--- config.mk ---
export PLATFORM = sky130hd
export DESIGN_NAME = cmsdk_reset_sequencer
export DESIGN_NICKNAME = d
export VERILOG_FILES = /design/src/rtl/cmsdk_reset_sequencer.sv
export SDC_FILE = /design/constraint.sdc
export NUM_CORES = 1
export LEC_CHECK = 0
export ABC_CLOCK_PERIOD_IN_PS = 5900
export BUFFER_PORTS_ARGS = -buffer_cell sky130_fd_sc_hd__buf_2
export CAP_MARGIN = 20
export CORE_ASPECT_RATIO = 0.9
export CORE_UTILIZATION = 45
export DETAILED_ROUTE_END_ITERATION = 10
export PLACE_DENSITY = 0.66
export SKIP_LAST_GASP = 1
export SYNTH_ARGS = -nofsm -noshare
export SYNTH_HDL_FRONTEND = slang
export SYNTH_SLANG_ARGS = --single-unit
--- constraint.sdc ---
create_clock -name CLK -period 5.9 [get_ports CLK]
set_clock_uncertainty 0.15 [all_clocks]
set_input_delay 1.18 -clock CLK [delete_from_list [all_inputs] [get_ports CLK]]
set_output_delay 1.18 -clock CLK [all_outputs]
set_load 0.01 [all_outputs]
--- src/rtl/cmsdk_reset_sequencer.sv ---
// cmsdk_reset_sequencer
//   Reset controller between the free-running clock / power-on source and the
//   Cortex-M0 subsystem. Merges button, SYSRESETREQ, watchdog and lockup
//   requests. Holds the system in reset for a fixed stretch, then releases
//   PORESETn, HRESETn and PRESETn in a staggered order. Keeps a sticky
//   reset-cause vector that software can read and clear.
//
// Ports
//   CLK          in   single clock, rising edge
//   RST          in   synchronous active-high power-on reset
//   EXTRST_REQ   in   push-button request (async, synchronised + debounced here)
//   SYSRESETREQ  in   core system reset request (level)
//   WDOGRESREQ   in   watchdog reset request (level)
//   LOCKUP       in   core lockup indication (level)
//   LOCKUPRESET  in   1 = LOCKUP causes a reset, 0 = LOCKUP ignored
//   CAUSE_CLR    in   one-cycle pulse clearing RSTCAUSE
//   PORESETn     out  power-on/debug reset, active-low
//   HRESETn      out  AHB/core reset, active-low
//   PRESETn      out  APB peripheral reset, active-low
//   RSTCAUSE     out  sticky causes [0]POR [1]EXT [2]SYSRESETREQ [3]WDOG [4]LOCKUP
//   SEQ_BUSY     out  high until the sequence reaches the run state
module cmsdk_reset_sequencer #(
  parameter int unsigned POR_CYCLES = 16,
  parameter int unsigned SYS_CYCLES = 8,
  parameter int unsigned STAGGER    = 2,
  parameter int unsigned DEB_CYCLES = 4
) (
  input  logic       CLK,
  input  logic       RST,
  input  logic       EXTRST_REQ,
  input  logic       SYSRESETREQ,
  input  logic       WDOGRESREQ,
  input  logic       LOCKUP,
  input  logic       LOCKUPRESET,
  input  logic       CAUSE_CLR,
  output logic       PORESETn,
  output logic       HRESETn,
  output logic       PRESETn,
  output logic [4:0] RSTCAUSE,
  output logic       SEQ_BUSY
);

  localparam int unsigned CNT_MAX =
    (POR_CYCLES > SYS_CYCLES) ? ((POR_CYCLES > STAGGER) ? POR_CYCLES : STAGGER)
                              : ((SYS_CYCLES > STAGGER) ? SYS_CYCLES : STAGGER);
  localparam int unsigned CW = $clog2(CNT_MAX + 1);
  localparam int unsigned DW = $clog2(DEB_CYCLES + 1);

  localparam logic [CW-1:0] POR_LAST = CW'(POR_CYCLES - 1);
  localparam logic [CW-1:0] SYS_LAST = CW'(SYS_CYCLES - 1);
  localparam logic [CW-1:0] STG_LAST = CW'(STAGGER - 1);
  localparam logic [DW-1:0] DEB_MAX  = DW'(DEB_CYCLES);

  typedef enum logic [1:0] {
    S_POR  = 2'd0,
    S_SYS  = 2'd1,
    S_PERI = 2'd2,
    S_RUN  = 2'd3
  } state_t;

  state_t        state_q, state_d;
  logic [CW-1:0] cnt_q, cnt_d;

  logic          ext_s1_q, ext_s2_q;
  logic [DW-1:0] deb_q, deb_d;
  logic          ext_deb;

  logic [4:0]    cause_q, cause_d;
  logic          poresetn_q, poresetn_d;
  logic          hresetn_q, hresetn_d;
  logic          presetn_q, presetn_d;
  logic          busy_q, busy_d;

  logic [4:0]    src;
  logic          req;
  logic          capture;

  // Debounce counter saturates at DEB_CYCLES; reaching it means the
  // synchronised button has been high for that many consecutive samples.
  always_comb begin
    deb_d = '0;
    if (ext_s2_q) begin
      deb_d = (deb_q == DEB_MAX) ? deb_q : deb_q + DW'(1);
    end
  end

  assign ext_deb = (deb_q == DEB_MAX);

  assign src     = {LOCKUP & LOCKUPRESET, WDOGRESREQ, SYSRESETREQ, ext_deb, 1'b0};
  assign req     = |src;
  assign capture = req && (state_q != S_POR);

  // Set wins over clear for sources active on the same edge.
  assign cause_d = (CAUSE_CLR ? 5'b00000 : cause_q) | (capture ? src : 5'b00000);

  always_comb begin
    state_d = state_q;
    cnt_d   = cnt_q + CW'(1);
    unique case (state_q)
      S_POR: begin
        if (cnt_q == POR_LAST) begin
          state_d = S_SYS;
          cnt_d   = '0;
        end
      end
      S_SYS: begin
        if (cnt_q == SYS_LAST) begin
          state_d = S_PERI;
          cnt_d   = '0;
        end
      end
      S_PERI: begin
        if (req) begin
          state_d = S_SYS;
          cnt_d   = '0;
        end else if (cnt_q == STG_LAST) begin
          state_d = S_RUN;
          cnt_d   = '0;
        end
      end
      S_RUN: begin
        cnt_d = '0;
        if (req) begin
          state_d = S_SYS;
        end
      end
      default: begin
        state_d = S_POR;
        cnt_d   = '0;
      end
    endcase
  end

  // Outputs are decoded from the next state so each edge appears on the
  // clock that enters the corresponding state.
  always_comb begin
    poresetn_d = (state_d != S_POR);
    hresetn_d  = (state_d == S_PERI) || (state_d == S_RUN);
    presetn_d  = (state_d == S_RUN);
    busy_d     = (state_d != S_RUN);
  end

  always_ff @(posedge CLK) begin
    if (RST) begin
      state_q    <= S_POR;
      cnt_q      <= '0;
      ext_s1_q   <= 1'b0;
      ext_s2_q   <= 1'b0;
      deb_q      <= '0;
      cause_q    <= 5'b00001;
      poresetn_q <= 1'b0;
      hresetn_q  <= 1'b0;
      presetn_q  <= 1'b0;
      busy_q     <= 1'b1;
    end else begin
      state_q    <= state_d;
      cnt_q      <= cnt_d;
      ext_s1_q   <= EXTRST_REQ;
      ext_s2_q   <= ext_s1_q;
      deb_q      <= deb_d;
      cause_q    <= cause_d;
      poresetn_q <= poresetn_d;
      hresetn_q  <= hresetn_d;
      presetn_q  <= presetn_d;
      busy_q     <= busy_d;
    end
  end

  assign PORESETn = poresetn_q;
  assign HRESETn  = hresetn_q;
  assign PRESETn  = presetn_q;
  assign RSTCAUSE = cause_q;
  assign SEQ_BUSY = busy_q;

endmodule

==> results of run 1 <==
[cells in the final DEF, fill, tap and decap left out, drive strengths merged, types with 2 or more instances in the layout]
master / netlist / layout
inv: 8 / 8
a22oi: 3 / 3
nand2: 6 / 6
or3: 2 / 2
clkbuf: 2 / 3
buf: 1 / 16
o21ai: 3 / 3
nor2b: 2 / 2
or2: 2 / 2
xnor2: 2 / 2
nor3: 3 / 3
ha: 6 / 6
nor2: 10 / 10
nand3: 2 / 2
dfxtp: 20 / 20
and2: 2 / 2
a21oi: 2 / 2
nor4: 4 / 4
[stage by stage]
step | power [mW] | hold WS (ns) | setup WS (ns)
after floorplan | 0.151 | 0.264 | 3.41
after global placement | 0.156 | 0.267 | 3.26
after detailed placement | 0.157 | 0.282 | 3.25
after CTS | 0.267 | 0.311 | 3.59
after global routing | 0.278 | 0.329 | 3.55
final | 0.265 | 0.305 | 3.58
[metal layers]
metal | vias up | wire (um)
met5 | - | 0
met4 | 0 | 16
met3 | 2 | 80
met2 | 19 | 708
met1 | 308 | 788
li1 | 341 | -
[final cells by class]
class | count | share of cell area
Clock buffer | 3 | 0.0229
Timing Repair Buffer | 16 | 0.0813
Tap cell | 24 | 0.0305
Sequential cell | 20 | 0.407
Inverter | 8 | 0.0305
Clock inverter | 1 | 0.0305
Multi-Input combinational cell | 59 | 0.398
[synthesized netlist by cell type]
cell      count
or3b_4        1
o41a_1        1
inv_1         8
buf_6         1
a22oi_1       3
nand3_1       2
a21o_1        1
and2_1        1
o21ai_0       2
ha_1          6
or2_0         1
or2_1         1
dfxtp_1      20
a211o_1       1
nor4_1        4
nor2b_1       2
or4b_1        1
and2_4        1
clkbuf_1      2
nor4b_1       1
a21oi_1       2
a32oi_1       1
xor2_1        1
xnor2_1       2
o211ai_1      1
nor3_1        3
o21ai_1       1
or3_1         2
a31oi_1       1
nor2_1       10
nand2_1       6
[cell families after synthesis]
family                     Yosys count  synth area share
AOI/OAI and AO/OA                   14             0.116
and+or+nand+nor                     36             0.229
DFF                                 20             0.476
xor gates and xnor gates             3            0.0313
buffers and inverters               11            0.0580
adders and majority gates            6            0.0893
[where the power goes]
| part | switching, mW | internal [mW] | total [mW] |
|---|---|---|---|
| Combinational | 0.00772 | 0.00600 | 0.0137 |
| Sequential | 0.00226 | 0.138 | 0.140 |
| Clock | 0.0421 | 0.0687 | 0.111 |
| Total | 0.0520 | 0.213 | 0.265 |
[worst max-delay path by stage]
stage / startpoint / to / slack [ns] / cells after the start
2_1_floorplan: LOCKUP / SEQ_BUSY / 3.41 / 3
5_1_grt: LOCKUP / cnt_q[3] / 3.55 / 4
6_report: LOCKUP / SEQ_BUSY / 3.58 / 4
3_5_place_dp: LOCKUP / SEQ_BUSY / 3.25 / 4
3_3_place_gp: LOCKUP / SEQ_BUSY / 3.26 / 4
4_1_cts: LOCKUP / SEQ_BUSY / 3.59 / 4
[critical path: cells and delay by family]
| family | cells | cell delay (ns) |
|---|---|---|
| AND/OR/NAND/NOR | 2 | 0.76 |
| AO/OA/AOI/OAI | 1 | 0.33 |
| buffers and inverters | 1 | 0.11 |
[registers in the layout, indices dropped and copies added (netlist names)]
name      flops
cnt_q         5
ext_s1_q      1
HRESETn       1
RSTCAUSE      5
SEQ_BUSY      1
PRESETn       1
state_q       1
PORESETn      1
ext_s2_q      1
deb_q         3
==> results.yml, run 1 <==
global_routing:
  top_usage_layer: "met2"
  grt_max_degree: 13
  overflow: 0
  grt_pass1_wl_um: 2700
  grt_util_met2: 0.279
  met3_usage: 0.0426
  first_global_vias: 628
  grt_antenna_before_repair: 0
  grt.total_usage: 0.190
  met1_usage: 0.271
cts:
  cts_resized: 0
  path_clk_slew_ns: 0.12
  clock_latency_ns: 0.30
  clock_sinks: 20
  post_cts_buffers: 0
  cts-buffers-inserted: 3
  cts_root_buffer: "clkbuf_4"
  htreeDepth: 1
  cts_hold_buffers: 0
  cts_tree: "yes"
  cts_buffer_depth: 2
route:
  drt_wl_total_um: 1590
  drt_iter0_drc: 9
  first_pass_iters: 4
  vias_per_cell: 5.11
  ant_nets: 0
  vias: 670
  route.detailed.wl_per_inst_um: 12.2
  drc_errors: 0
sta:
  min_period_ns: 2.32
  rsz0062_at_grt: "no"
  fin_setup_tns_ns: 0
  tightest_slew_ns: 0.404
  clock.fmax_ghz: 0.431
  report.final.hold_viol_count: 0
  setup_viol_count_final: 0
  slew_violations: 0
  period_share: 0.393
  slew_headroom: 0.727
die:
  design.die.area_um2: 2050
  die_y_um: 43.0
  die_width_um: 47.6
  coreArea_um2: 1720
  initial_core_util: 0.490
  io_pins: 17
  rows: 14
setup_path:
  r2r_cells: 5
  worstPathArrival_ns: 2.37
  crit_type: "in -> reg"
  crit_fanout: 3
  reg2reg_to: "SEQ_BUSY"
  cp_slowest_cell: "or3b_4"
  critPathCaptureType: "register"
  critPathLaunchType: "input port"
  r2r_slack_ns: 4.03
  worstReg2RegStart: "deb_q[0]"
  path_cells: "buf_2, a211o_1, or3b_4, or3_1"
  cp_slowest_stage_delay_ns: 0.40
  critPathRequiredTime_ns: 5.95
placed_design:
  post_dp_cell_area_um2: 932
  dp_hpwl_um: 1140
  place.gp.congestion: 0.708
  io_buffers: 16
  dp_cells: 127
cells_and_area:
  multiInputGateArea_um2: 392
  final-seq-area_um2: 400
  drive_gt1_frac: 0.206
  finish.utilization: 0.574
  nNetsFinal: 122
  final_cells: 131
  num-fill-cells: 171
  diodes: 0
  final_area_um2: 985
  syn2layout_area_growth_pct: 17.1
power_and_ir_drop:
  power.leakage_nw: 0.417
  peakVddDrop_uv: 179
  power_density_nw_per_um2: 269
hold_path:
  hold_class: "reg -> reg"
  hold-path-cell-count: 1
  hold_path_startpoint: "ext_s1_q"
  whs_endpoint: "ext_s2_q"
synthesis:
  syn_inst: 90
  ys_warn_count: 0
  yosysTopAreaCellShare: 0.476
  synth_area_um2: 841
  synth_seq_cells: 20
  synth_cell_types: 31
  yosysSeqAreaShare: 0.476
  avgSynthCellArea_um2: 9.34
  synth_area_leaders: "dfxtp_1, ha_1, nor2_1, inv_1, nor4_1"
  synth_nets: 104
  yosysTopAreaCell: "dfxtp_1"
outcome:
  status: "finished clean"
job:
  cap_violations: 0
No activity file was read; power rests on OpenSTA's default activity.
==> run 2, diff against run 1 <==
--- a/config.mk
+++ b/config.mk
@@ -5,13 +5,13 @@
 export SDC_FILE = /design/constraint.sdc
 export NUM_CORES = 1
 export LEC_CHECK = 0
-export ABC_CLOCK_PERIOD_IN_PS = 5900
+export ABC_CLOCK_PERIOD_IN_PS = 2000
 export BUFFER_PORTS_ARGS = -buffer_cell sky130_fd_sc_hd__buf_2
 export CAP_MARGIN = 20
 export CORE_ASPECT_RATIO = 0.9
 export CORE_UTILIZATION = 45
 export DETAILED_ROUTE_END_ITERATION = 10
-export PLACE_DENSITY = 0.66
+export PLACE_DENSITY = 0.69
 export SKIP_LAST_GASP = 1
 export SYNTH_ARGS = -nofsm -noshare
 export SYNTH_HDL_FRONTEND = slang
==> constraint.sdc (replaced) <==
create_clock -name CLK -period 2 [get_ports CLK]
set_clock_uncertainty 0.15 [all_clocks]
set_input_delay 0.4 -clock CLK [delete_from_list [all_inputs] [get_ports CLK]]
set_output_delay 0.4 -clock CLK [all_outputs]
set_load 0.01 [all_outputs]
==> run 2 against run 1 <==
Net effect:
- first-iteration DRC count down 33%
- via count down 0.15%
- setup slack worse by 3.4 ns
- count of clock-buffer cells in the layout unchanged
- sequential cell count unchanged
- total power up 140%
- sequential power rose to 3.0 times the previous value
- non-clock buffer count unchanged
- combinational power rose to 2.8 times the previous value
- design area down 3.0%
- critical path type is now reg -> reg
- largest power group unchanged
- highest routed layer unchanged
==> results.yml, run 2 (synthesized netlist as in run 1, its figures left out) <==
outcome:
  status: "finished clean"
cts:
  cts-buffers-inserted: 3
  cts_hold_buffers: 0
  cts_resized: 0
  clock_sinks: 20
  clock_latency_ns: 0.30
  cts_tree: "yes"
  htreeDepth: 1
  post_cts_buffers: 0
  path_clk_slew_ns: 0.10
  cts_buffer_depth: 2
  cts_root_buffer: "clkbuf_4"
power_and_ir_drop:
  switching_share: 0.227
  pwr-share-clk: 0.294
  power_density_nw_per_um2: 672
  net-switching-power_uw: 146
  power.leakage_nw: 0.403
  pwr-share-seq: 0.645
  peakVddDrop_uv: 516
  internal-power_uw: 495
  comb_power_share: 0.061
sta:
  report.final.hold_viol_count: 0
  rsz0062_at_grt: "no"
  period_share: 0.932
  min_period_ns: 1.86
  slew_headroom: 0.719
  setup_viol_count_final: 0
  whs_ns: 0.152
  fin_setup_tns_ns: 0
  tightest_slew_ns: 0.416
  slew_violations: 0
  clock.fmax_ghz: 0.536
die:
  die_y_um: 43.0
  coreArea_um2: 1720
  design.die.area_um2: 2050
  initial_core_util: 0.490
  io_pins: 17
  rows: 14
  die_width_um: 47.6
cells_and_area:
  final_cell_mix: "dfxtp_1, buf_2, nor2_1"
  nNetsFinal: 122
  diodes: 0
  final-seq-area_um2: 400
  num-fill-cells: 164
  final_common_cell: "dfxtp_1"
  drive_gt1_frac: 0.198
  multiInputGateArea_um2: 392
  final_area_um2: 955
  syn2layout_area_growth_pct: 13.5
global_routing:
  grt_pass1_wl_um: 2420
  grt.total_usage: 0.168
  overflow: 0
  first_global_vias: 582
  grt_max_degree: 11
  grt_antenna_before_repair: 0
setup_path:
  worstPathArrival_ns: 1.91
  crit_fanout: 6
  worst-path-buf-inv: 1
  cp_top_family: "simple AND/OR/NAND/NOR gates"
  path_cells: "inv_1, ha_1, and2_4, or3b_4, or3_1"
  critPathLaunchType: "register"
  crit_type: "reg -> reg"
  cp_slowest_stage_delay_ns: 0.40
  critPathCaptureType: "register"
  critPathRequiredTime_ns: 2.04
  cp_slowest_cell: "or3b_4"
route:
  ant_nets: 0
  vias_per_cell: 5.15
  first_pass_iters: 4
  drt_iter0_drc: 6
  drt_wl_total_um: 1440
  drc_errors: 0
  route.detailed.wl_per_inst_um: 11.1
  vias: 669
placed_design:
  io_buffers: 16
  place.gp.congestion: 0.702
  dp_hpwl_um: 1080
  post_dp_cell_area_um2: 932
hold_path:
  hold_class: "in -> reg"
job:
  cap_violations: 0
[run 2: cell type report]
| class | instances | area share |
|---|---|---|
| Timing Repair Buffer | 16 | 0.0839 |
| Sequential cell | 20 | 0.419 |
| Inverter | 8 | 0.0315 |
| Tap cell | 24 | 0.0315 |
| Multi-Input combinational cell | 59 | 0.410 |
| Clock buffer | 3 | 0.0236 |
[run 2: power by group through the flow]
stage,combinational (mW),clock (mW),sequential (mW)
after floorplan,0.0245,0,0.422
after global placement,0.0377,0,0.422
after detailed placement,0.0390,0,0.423
after CTS,0.0393,0.196,0.414
after global routing,0.0447,0.206,0.415
final,0.0390,0.189,0.414
[run 2: metal layers]
layer | wire [um] | track usage | share of wire | vias up
met5 | 0 | 0 | 0 | -
met4 | 37 | 0.100 | 0.026 | 0
met3 | 88 | 0.0340 | 0.061 | 5
met2 | 599 | 0.236 | 0.42 | 22
met1 | 711 | 0.231 | 0.49 | 299
li1 | - | - | - | 343
[run 2: worst paths after layout]
check | from | endpoint | slack (ns) | depth (start not counted)
hold reg to reg | ext_s1_q | ext_s2_q | 0.30 | 1
hold / removal | EXTRST_REQ | ext_s1_q | 0.15 | 2
setup / recovery | deb_q[0] | SEQ_BUSY | 0.14 | 5
setup reg to reg | deb_q[0] | SEQ_BUSY | 0.14 | 5
[run 2: per-stage QoR]
step                instances   util  power (mW)  setup WS (ns)
floorplan                  90      -       0.447          0.136
global placement          127  0.543       0.460          0.146
detailed placement        127  0.543       0.462          0.134
CTS                       130  0.556       0.649          0.131
global route              130  0.556       0.666         0.0703
finish                    130  0.556       0.641          0.135
